--- src/rtl/data_bus_pkg.sv ---
// Shared types and constants for the data-side bus controller.
// Holds the outstanding-transaction tracker states and the register map.
package data_bus_pkg;

    typedef enum logic [1:0] {
        PEND_NONE = 2'd0,
        PEND_RAM  = 2'd1,
        PEND_LOC  = 2'd2,
        PEND_ERR  = 2'd3
    } pend_e;

    localparam logic [1:0]  REG_FLAG   = 2'd0;
    localparam logic [1:0]  REG_RESULT = 2'd1;
    localparam logic [1:0]  REG_CYCLE  = 2'd2;
    localparam logic [1:0]  REG_ID     = 2'd3;

    localparam logic [31:0] REG_ID_VALUE        = 32'h5A10_0001;
    localparam logic [31:0] DEFAULT_PERIPH_BASE = 32'h0001_0000;

    function automatic logic [31:0] byte_merge(input logic [31:0] old_val,
                                               input logic [31:0] new_val,
                                               input logic [3:0]  be);
        logic [31:0] res;
        res = old_val;
        for (int i = 0; i < 4; i++) begin
            if (be[i]) res[8*i +: 8] = new_val[8*i +: 8];
        end
        return res;
    endfunction

endpackage

--- src/rtl/periph_regs.sv ---
// Local register block: FLAG and RESULT (byte-writable), free-running CYCLE, constant ID.
// Read data is combinational on addr; the caller latches it at grant.
module periph_regs
    import data_bus_pkg::*;
(
    input  logic        clk_i,
    input  logic        rst_i,
    input  logic        we,
    input  logic [3:0]  be,
    input  logic [1:0]  addr,
    input  logic [31:0] wdata,
    output logic [31:0] rdata,
    output logic [31:0] mem_flag,
    output logic [31:0] mem_result
);

    logic [31:0] cycle_q;

    always_ff @(posedge clk_i or posedge rst_i) begin
        if (rst_i) begin
            mem_flag   <= '0;
            mem_result <= '0;
            cycle_q    <= '0;
        end else begin
            cycle_q <= cycle_q + 32'd1;
            // CYCLE and ID are read-only; writes to them are silently dropped
            if (we && addr == REG_FLAG)   mem_flag   <= byte_merge(mem_flag, wdata, be);
            if (we && addr == REG_RESULT) mem_result <= byte_merge(mem_result, wdata, be);
        end
    end

    always_comb begin
        case (addr)
            REG_FLAG:   rdata = mem_flag;
            REG_RESULT: rdata = mem_result;
            REG_CYCLE:  rdata = cycle_q;
            default:    rdata = REG_ID_VALUE;
        endcase
    end

endmodule

--- src/rtl/data_bus_ctrl.sv ---
// Data-side bus controller: decodes core requests to RAM, local registers or an
// error slave, tracks the single outstanding transaction and muxes the response.
module data_bus_ctrl
    import data_bus_pkg::*;
#(
    parameter int          RAM_WORDS   = 1024,
    parameter logic [31:0] PERIPH_BASE = DEFAULT_PERIPH_BASE
) (
    input  logic        clk_i,
    input  logic        rst_i,
    input  logic        data_req_i,
    output logic        data_gnt_o,
    output logic        data_rvalid_o,
    input  logic        data_we_i,
    input  logic [3:0]  data_be_i,
    input  logic [31:0] data_addr_i,
    input  logic [31:0] data_wdata_i,
    output logic [31:0] data_rdata_o,
    output logic        data_err_o,
    output logic        ram_req_o,
    input  logic        ram_gnt_i,
    input  logic        ram_rvalid_i,
    output logic        ram_we_o,
    output logic [3:0]  ram_be_o,
    output logic [31:0] ram_addr_o,
    output logic [31:0] ram_wdata_o,
    input  logic [31:0] ram_rdata_i,
    output logic [31:0] mem_flag,
    output logic [31:0] mem_result
);

    localparam logic [32:0] RAM_LIMIT = 33'(RAM_WORDS) << 2;

    pend_e       pend_p1;
    logic [31:0] rdata_p1;
    logic [31:0] reg_rdata;
    logic        is_ram;
    logic        is_periph;
    logic        can_accept;
    logic        local_gnt;
    logic        ram_gnt_ok;
    logic        reg_we;

    assign is_ram    = {1'b0, data_addr_i} < RAM_LIMIT;
    assign is_periph = data_addr_i[31:4] == PERIPH_BASE[31:4];

    // A pending local/error access always retires this cycle, so only RAM can stall
    assign can_accept = (pend_p1 != PEND_RAM) | ram_rvalid_i;

    assign ram_req_o  = data_req_i & is_ram & can_accept & ~rst_i;
    assign local_gnt  = data_req_i & ~is_ram & can_accept & ~rst_i;
    assign ram_gnt_ok = ram_req_o & ram_gnt_i;
    assign data_gnt_o = ram_gnt_ok | local_gnt;
    assign reg_we     = local_gnt & is_periph & data_we_i;

    assign ram_we_o    = data_we_i;
    assign ram_be_o    = data_be_i;
    assign ram_addr_o  = data_addr_i;
    assign ram_wdata_o = data_wdata_i;

    periph_regs u_regs (
        .clk_i      (clk_i),
        .rst_i      (rst_i),
        .we         (reg_we),
        .be         (data_be_i),
        .addr       (data_addr_i[3:2]),
        .wdata      (data_wdata_i),
        .rdata      (reg_rdata),
        .mem_flag   (mem_flag),
        .mem_result (mem_result)
    );

    // Grant stage -> response stage
    always_ff @(posedge clk_i or posedge rst_i) begin
        if (rst_i) begin
            pend_p1  <= PEND_NONE;
            rdata_p1 <= '0;
        end else begin
            if (ram_gnt_ok)                          pend_p1 <= PEND_RAM;
            else if (local_gnt)                      pend_p1 <= is_periph ? PEND_LOC : PEND_ERR;
            else if (pend_p1 != PEND_RAM || ram_rvalid_i) pend_p1 <= PEND_NONE;

            if (local_gnt && is_periph) rdata_p1 <= reg_rdata;
        end
    end

    always_comb begin
        data_rvalid_o = 1'b0;
        data_rdata_o  = '0;
        data_err_o    = 1'b0;
        case (pend_p1)
            PEND_RAM: begin
                data_rvalid_o = ram_rvalid_i;
                data_rdata_o  = ram_rdata_i;
            end
            PEND_LOC: begin
                data_rvalid_o = 1'b1;
                data_rdata_o  = rdata_p1;
            end
            PEND_ERR: begin
                data_rvalid_o = 1'b1;
                data_err_o    = 1'b1;
            end
            default: ;
        endcase
    end

endmodule

--- config.mk ---
export PLATFORM = sky130hd
export DESIGN_NAME = data_bus_ctrl
export DESIGN_NICKNAME = d
export VERILOG_FILES = /design/src/rtl/data_bus_pkg.sv /design/src/rtl/periph_regs.sv /design/src/rtl/data_bus_ctrl.sv
export SDC_FILE = /design/constraint.sdc
export NUM_CORES = 1
export LEC_CHECK = 0
export ABC_AREA = 1
export BUFFER_PORTS_ARGS = -buffer_cell sky130_fd_sc_hd__buf_2
export CORE_MARGIN = 2
export CORE_UTILIZATION = 47
export DETAILED_ROUTE_END_ITERATION = 7
export HOLD_SLACK_MARGIN = 0.12
export PLACE_DENSITY = 0.77
export SLEW_MARGIN = 10
export SYNTH_ARGS = -nofsm -noshare
export SYNTH_HDL_FRONTEND = slang
export SYNTH_SLANG_ARGS = --single-unit
--- constraint.sdc ---
create_clock -name clk_i -period 6.1 [get_ports clk_i]
set_input_delay 1.22 -clock clk_i [delete_from_list [all_inputs] [get_ports clk_i]]
set_output_delay 1.22 -clock clk_i [all_outputs]
set_load 0.01 [all_outputs]
After elaboration in Yosys (flattened, before gate mapping)
Cells that the tools add are included.
- add/sub/neg operators: 1
- $mul: 0
- divide/modulo/power cells: 0
- order comparisons: 1
- eq/ne operators: 7
- shifts and indexed selects: 0
- mux-type cells: 8
- bitwise operators: 13
- reductions and logical operators: 15
- operators with widths (kind ; count):
    32-bit case mux with 3 select lines ; 1
    32-bit case mux with 2 select lines ; 1
    32-bit by 1-bit adder with 32-bit output (second input constant) ; 1
    32-bit by 13-bit less-than comparator with 1-bit output (second input constant) ; 1
    28-bit by 13-bit equality test with 1-bit output (second input constant) ; 1
    2-bit AND reduction ; 8
    1-bit AND ; 9
    2-bit equality test (second input constant) ; 3
    2-bit two-way mux ; 3
    2-bit by 1-bit equality test with 1-bit output (second input constant) ; 2
    1-bit logical AND ; 3
    3-bit nonzero test ; 1
    2-bit logical NOT ; 1
    1-bit two-way mux ; 2
    2-bit by 1-bit inequality test with 1-bit output (second input constant) ; 1
    1-bit NOT ; 2
    1-bit bitwise OR ; 2
    1-bit case mux with 2 select lines ; 1
    2-bit OR reduction ; 1
    1-bit logical OR ; 1
- bits in registers: 130
- bits in latches: 0
- memory bits (writable): 0
- bits in read-only memories: 0
- word-level logic and storage cells: 56
- memories kept: 0

Logic depth before layout (Yosys ltp)
- depth in word-level cells: 9
- depth in mapped cells: 12

Cells and area by module
Synthesis repeated with hierarchy kept, for this count alone.
- cells, all modules: 989
- area, all modules: 7564.8 um^2
- modules (own cells, without submodules) (module ; instances ; cells each ; area each (um^2) ; sequential area each (um^2)):
    periph_regs ; 1 ; 600 ; 4880.9 ; 2402.3
    data_bus_ctrl ; 1 ; 389 ; 2683.8 ; 850.8

Worst setup path after synthesis
OpenSTA, ideal clock, no wires.
- kind: input to output
- start point: input rst_i
- end point: output data_gnt_o
- data arrival time: 4481 ps
- required time: 4880 ps
- path slack: 399 ps
- stages: 3
- cells stage by stage: inv_1 nand4_1 nand2_1
- longest elaborated chain between the ends: 4
- elaborated cells between the ends (all ways): 5
- RTL lines (what ; line ; RTL):
    start: declaration ; data_bus_ctrl.sv:10 ; input logic rst_i,
    1-bit NOT (*) ; data_bus_ctrl.sv:50, data_bus_ctrl.sv:51 ;
    1-bit AND ; data_bus_ctrl.sv:50 ; assign ram_req_o = data_req_i & is_ram & can_accept & ~rst_i;
    1-bit AND ; data_bus_ctrl.sv:52 ; assign ram_gnt_ok = ram_req_o & ram_gnt_i;
    1-bit bitwise OR (*) ; data_bus_ctrl.sv:53 ; assign data_gnt_o = ram_gnt_ok | local_gnt;
    end: declaration ; data_bus_ctrl.sv:12 ; output logic data_gnt_o,
Mark *: on every way between the ends. The rest lies on a longest branch, timed or not.

Final worst setup path
Same ends and word-level chain as after synthesis.

==> out/summary.log <==
INFO  placement      dp.final_hpwl=15,800um
INFO  global_routing grt.overflow.total=0
INFO  global_routing grt_use_met3=0.0648
INFO  global_routing grt_use_total=0.267
INFO  sta            tightest_slew=0.946ns
INFO  placement      placed_cells=1,255
INFO  cells_and_area area_delta_synth_final=19.8%
INFO  clock_tree     clk_pin_slew_worst_paths=0.05ns
INFO  sta            finalCriticalPeriod=3.75ns
INFO  placement      pre_cts_slack=2.30ns
INFO  global_routing antenna_found_initial=1
INFO  clock_tree     clkLatencyLatePin=0.43ns
INFO  global_routing first_global_vias=6,524
INFO  floorplanning  pin_count=275
INFO  floorplanning  die_width=129um
INFO  clock_tree     clk_root_buffer_cell=sky130_fd_sc_hd__clkbuf_16
INFO  critical_path  timing.critical_path.slowest_cell_delay=0.67ns
INFO  critical_path  crit_path_end_kind=output port
INFO  global_routing maximum_number_of_pins_on_one_net_before_global_route_repair=78
INFO  routing        detail_route.drc_violations=0
INFO  sta            final-max-slew-violation-count=0
INFO  sta            rsz0062_at_grt=false
INFO  yosys          synth_area=7370um^2
INFO  routing        aggregate_routed_wire_length=22,200um
INFO  clock_tree     postCtsSetupBuffers=0
INFO  cells_and_area ff_latch_area=3250um^2
INFO  routing        route.detailed.wl_per_inst=17.3um
INFO  cells_and_area nets=1,174
INFO  clock_tree     cts_hold_buf=0
INFO  placement      routabilityCongestion=0.892
INFO  global_routing grt_pass1_wl=34,000um
INFO  yosys          synthesis.yosys.warnings=0
INFO  floorplanning  floorplan.initialDensity=0.483
INFO  critical_path  r2r_setup_slack=3.44ns
INFO  critical_path  r2r_path_end=u_regs.mem_flag[31]$_DFFE_PP0P_
INFO  critical_path  crit_path_max_fanout=77
INFO  min_path       hold_class=reg -> reg
INFO  global_routing gr-max-usage-layer=met2
INFO  critical_path  most_numerous_cell_on_the_critical_path=sky130_fd_sc_hd__buf_2
INFO  clock_tree     tritoncts_num_sinks=130
INFO  routing        initial_drt_pass_iterations=5
INFO  power          total_power=2.01mW
INFO  sta            setup_viol=0
INFO  floorplanning  core-area=15,300um^2
INFO  power          powerDensity=227nW/um^2
INFO  flow_run       cap_violations=0
INFO  yosys          avgSynthCellArea=8.39um^2
INFO  critical_path  critPathRequiredTime=4.88ns
INFO  critical_path  count_of_buffering_cells_on_the_critical_path_with_inverters_included=3
INFO  power          max-vdd-ir-drop=0.177mV
INFO  critical_path  crit_path_top_delay_cell=sky130_fd_sc_hd__inv_4
INFO  global_routing gr-usage-met1=0.324
INFO  power          leakagePower=4.65nW
INFO  critical_path  r2r.worst_path.cells=10
INFO  cells_and_area finalNonFillerCells=1,285
INFO  sta            final.setup_skew=0.0104ns
INFO  yosys          syn_nets=989
INFO  critical_path  worstSetupPathDepth=5
INFO  cells_and_area drive_gt1_frac=0.335
INFO  clock_tree     resized_after_cts=0
INFO  cells_and_area fillerInstances=1,426
INFO  sta            report.final.hold_viol_count=0
INFO  routing        first_iter_violations=455
INFO  floorplanning  fp.dieH=129um
INFO  placement      io_buffers=270
INFO  clock_tree     tritoncts_buffer_count=17
INFO  floorplanning  die_area=16,700um^2
INFO  clock_tree     h_tree_lvls=4
INFO  sta            setup_tns=0ns
INFO  global_routing gr-usage-met2=0.474
INFO  yosys          synth_seq_cells=130
INFO  critical_path  critPathArrivalTime=2.53ns
INFO  yosys          post_synth_inst_count=878
INFO  routing        dr_total_vias=6,813
INFO  critical_path  worstSetupStartpoint=rst_i
INFO  critical_path  critPathKind=in -> out
INFO  critical_path  crit_chain=buf_2 -> inv_4 -> nand4_1 -> nand2_1 -> buf_2
INFO  cells_and_area insertedDiodeCount=0
INFO  sta            post-route-worst-setup-slack=2.35ns
INFO  sta            final.hold.worst_slack=0.481ns
INFO  cells_and_area multiInputGateArea=3170um^2
INFO  routing        detail-route-antenna-nets=0
INFO  critical_path  critical_path.top_delay_family=buffers and inverters
INFO  clock_tree     cts_tree=yes
INFO  critical_path  r2r_start=pend_p1[1]$_DFFE_PP0P_
INFO  sta            timing.slew.headroom=0.368
INFO  sta            max_freq=267MHz
INFO  critical_path  setup.worst_path.end=data_gnt_o
INFO  routing        avgViaCountPerCell=5.30
INFO  yosys          synth-seq-area-share=0.442
INFO  yosys          synthDistinctLibCells=36
INFO  clock_tree     max-clock-path-buffers=2
INFO  critical_path  worstSetupStartpointType=primary input
INFO  status         run_status=complete, no violations
INFO  sta            layout_worst_path_cycle_share=0.614
INFO  floorplanning  placement_rows=45
[layout make-up]
type                            count  area share
Tap cell                          211      0.0299
Multi-Input combinational cell    588       0.360
Clock inverter                      5     0.00595
Clock buffer                       25      0.0561
Timing Repair Buffer              275       0.157
Inverter                           51      0.0225
Sequential cell                   130       0.369
[state kept, by name, summed over array words and instances, names as in the netlist]
| register | count |
|---|---|
| rdata_p1 | 32 |
| u_regs.cycle_q | 32 |
| u_regs.mem_flag | 32 |
| u_regs.mem_result | 32 |
| pend_p1 | 2 |
[per-stage QoR]
| stage | util | area [um^2] |
|---|---|---|
| 6_report | 0.579 | 8830 |
| 5_1_grt | 0.579 | 8830 |
| 4_1_cts | 0.579 | 8830 |
| 3_5_place_dp | 0.543 | 8280 |
| 3_3_place_gp | 0.543 | 8280 |
| 2_1_floorplan | - | 7370 |
[where the power goes]
part           internal (mW)  switching [mW]  total [mW]
sequential             0.864        0.000802       0.865
combinational         0.0586           0.128       0.187
clock                  0.596           0.358       0.954
total                   1.52           0.487        2.01
[cell usage in the layout (no fill, tap or decap), types with 2 or more instances in the layout]
cell type,count
sky130_fd_sc_hd__a21oi_1,45
sky130_fd_sc_hd__a221oi_1,26
sky130_fd_sc_hd__a22o_1,6
sky130_fd_sc_hd__buf_2,270
sky130_fd_sc_hd__buf_4,5
sky130_fd_sc_hd__clkbuf_1,4
sky130_fd_sc_hd__clkbuf_16,17
sky130_fd_sc_hd__clkbuf_8,4
sky130_fd_sc_hd__clkinv_1,2
sky130_fd_sc_hd__clkinv_2,3
sky130_fd_sc_hd__dfrtp_1,130
sky130_fd_sc_hd__ha_1,5
sky130_fd_sc_hd__inv_1,44
sky130_fd_sc_hd__inv_2,3
sky130_fd_sc_hd__nand2_1,264
sky130_fd_sc_hd__nand2_2,2
sky130_fd_sc_hd__nand3_1,74
sky130_fd_sc_hd__nand4_1,12
sky130_fd_sc_hd__nand4_4,8
sky130_fd_sc_hd__nor2_1,55
sky130_fd_sc_hd__nor2_2,2
sky130_fd_sc_hd__nor2_4,4
sky130_fd_sc_hd__nor3_1,10
sky130_fd_sc_hd__nor3_4,2
sky130_fd_sc_hd__nor4_1,4
sky130_fd_sc_hd__o21ai_2,32
sky130_fd_sc_hd__xnor2_1,2
sky130_fd_sc_hd__xor2_1,27
[worst register-to-register path, delay by kind of cell (launching register included)]
family / cells / cell delay [ns]
buffers and inverters: 3 / 0.45
adder cells (fa/ha/maj): 1 / 0.18
AND/OR/NAND/NOR: 6 / 1.60
flip-flops: 1 / 0.37
[synthesized netlist by cell type]
cell                       instances  area [um^2]
sky130_fd_sc_hd__nand2_4           1         11.3
sky130_fd_sc_hd__nand2_2           2         12.5
sky130_fd_sc_hd__o21ai_0           1         5.00
sky130_fd_sc_hd__dfrtp_1         130         3250
sky130_fd_sc_hd__o21ai_2          32          280
sky130_fd_sc_hd__nand3_1          74          370
sky130_fd_sc_hd__inv_2             3         11.3
sky130_fd_sc_hd__nand4_1          12         75.1
sky130_fd_sc_hd__buf_2             4         20.0
sky130_fd_sc_hd__nand2_1         264          991
sky130_fd_sc_hd__nor3_1           10         50.1
sky130_fd_sc_hd__inv_1            45          169
sky130_fd_sc_hd__buf_4            75          563
sky130_fd_sc_hd__and2_4            1         8.76
sky130_fd_sc_hd__ha_1              5         62.6
sky130_fd_sc_hd__nand4_2           1         12.5
sky130_fd_sc_hd__xor2_1           27          236
sky130_fd_sc_hd__nor2_8            1         20.0
sky130_fd_sc_hd__nand4_4           8          170
sky130_fd_sc_hd__a21oi_1          45          225
sky130_fd_sc_hd__nor4_1            4         25.0
sky130_fd_sc_hd__buf_6             7         78.8
sky130_fd_sc_hd__nor2_4            3         33.8
sky130_fd_sc_hd__o221ai_1          1         8.76
sky130_fd_sc_hd__inv_6             1         8.76
sky130_fd_sc_hd__buf_1             3         11.3
sky130_fd_sc_hd__nor3b_1           1         7.51
sky130_fd_sc_hd__a221oi_1         26          228
sky130_fd_sc_hd__a22o_1            6         52.6
sky130_fd_sc_hd__nand3b_1          1         7.51
sky130_fd_sc_hd__clkinv_1          2         7.51
sky130_fd_sc_hd__nor2_1           55          206
sky130_fd_sc_hd__clkbuf_1         20         75.1
sky130_fd_sc_hd__xnor2_1           2         17.5
sky130_fd_sc_hd__nor2_2            3         18.8
sky130_fd_sc_hd__nor3_4            2         32.5
[metal layers]
layer	wire length, um	vias up
li1	-	3217
met1	8910	3218
met2	11100	342
met3	1840	34
met4	334	2
met5	13	-
[logic make-up after synthesis]
family                   Yosys count  synth area share
AO/OA/AOI/OAI                    111             0.109
XOR/XNOR                          29            0.0345
adder cells (fa/ha/maj)            5           0.00849
buffers and inverters            160             0.128
flip-flops                       130             0.442
AND/OR/NAND/NOR                  443             0.279
[worst min-delay path by stage]
stage / start / to / slack (ns) / cells after the start
2_1_floorplan: rdata_p1[0]$_DFFE_PP0P_ / rdata_p1[0]$_DFFE_PP0P_ / 0.45 / 2
3_3_place_gp: rdata_p1[8]$_DFFE_PP0P_ / rdata_p1[8]$_DFFE_PP0P_ / 0.46 / 2
3_5_place_dp: rdata_p1[23]$_DFFE_PP0P_ / rdata_p1[23]$_DFFE_PP0P_ / 0.47 / 2
4_1_cts: rdata_p1[30]$_DFFE_PP0P_ / rdata_p1[30]$_DFFE_PP0P_ / 0.48 / 2
5_1_grt: rdata_p1[7]$_DFFE_PP0P_ / rdata_p1[7]$_DFFE_PP0P_ / 0.50 / 2
6_report: rdata_p1[7]$_DFFE_PP0P_ / rdata_p1[7]$_DFFE_PP0P_ / 0.48 / 2
(Power assumes the default switching activity.)
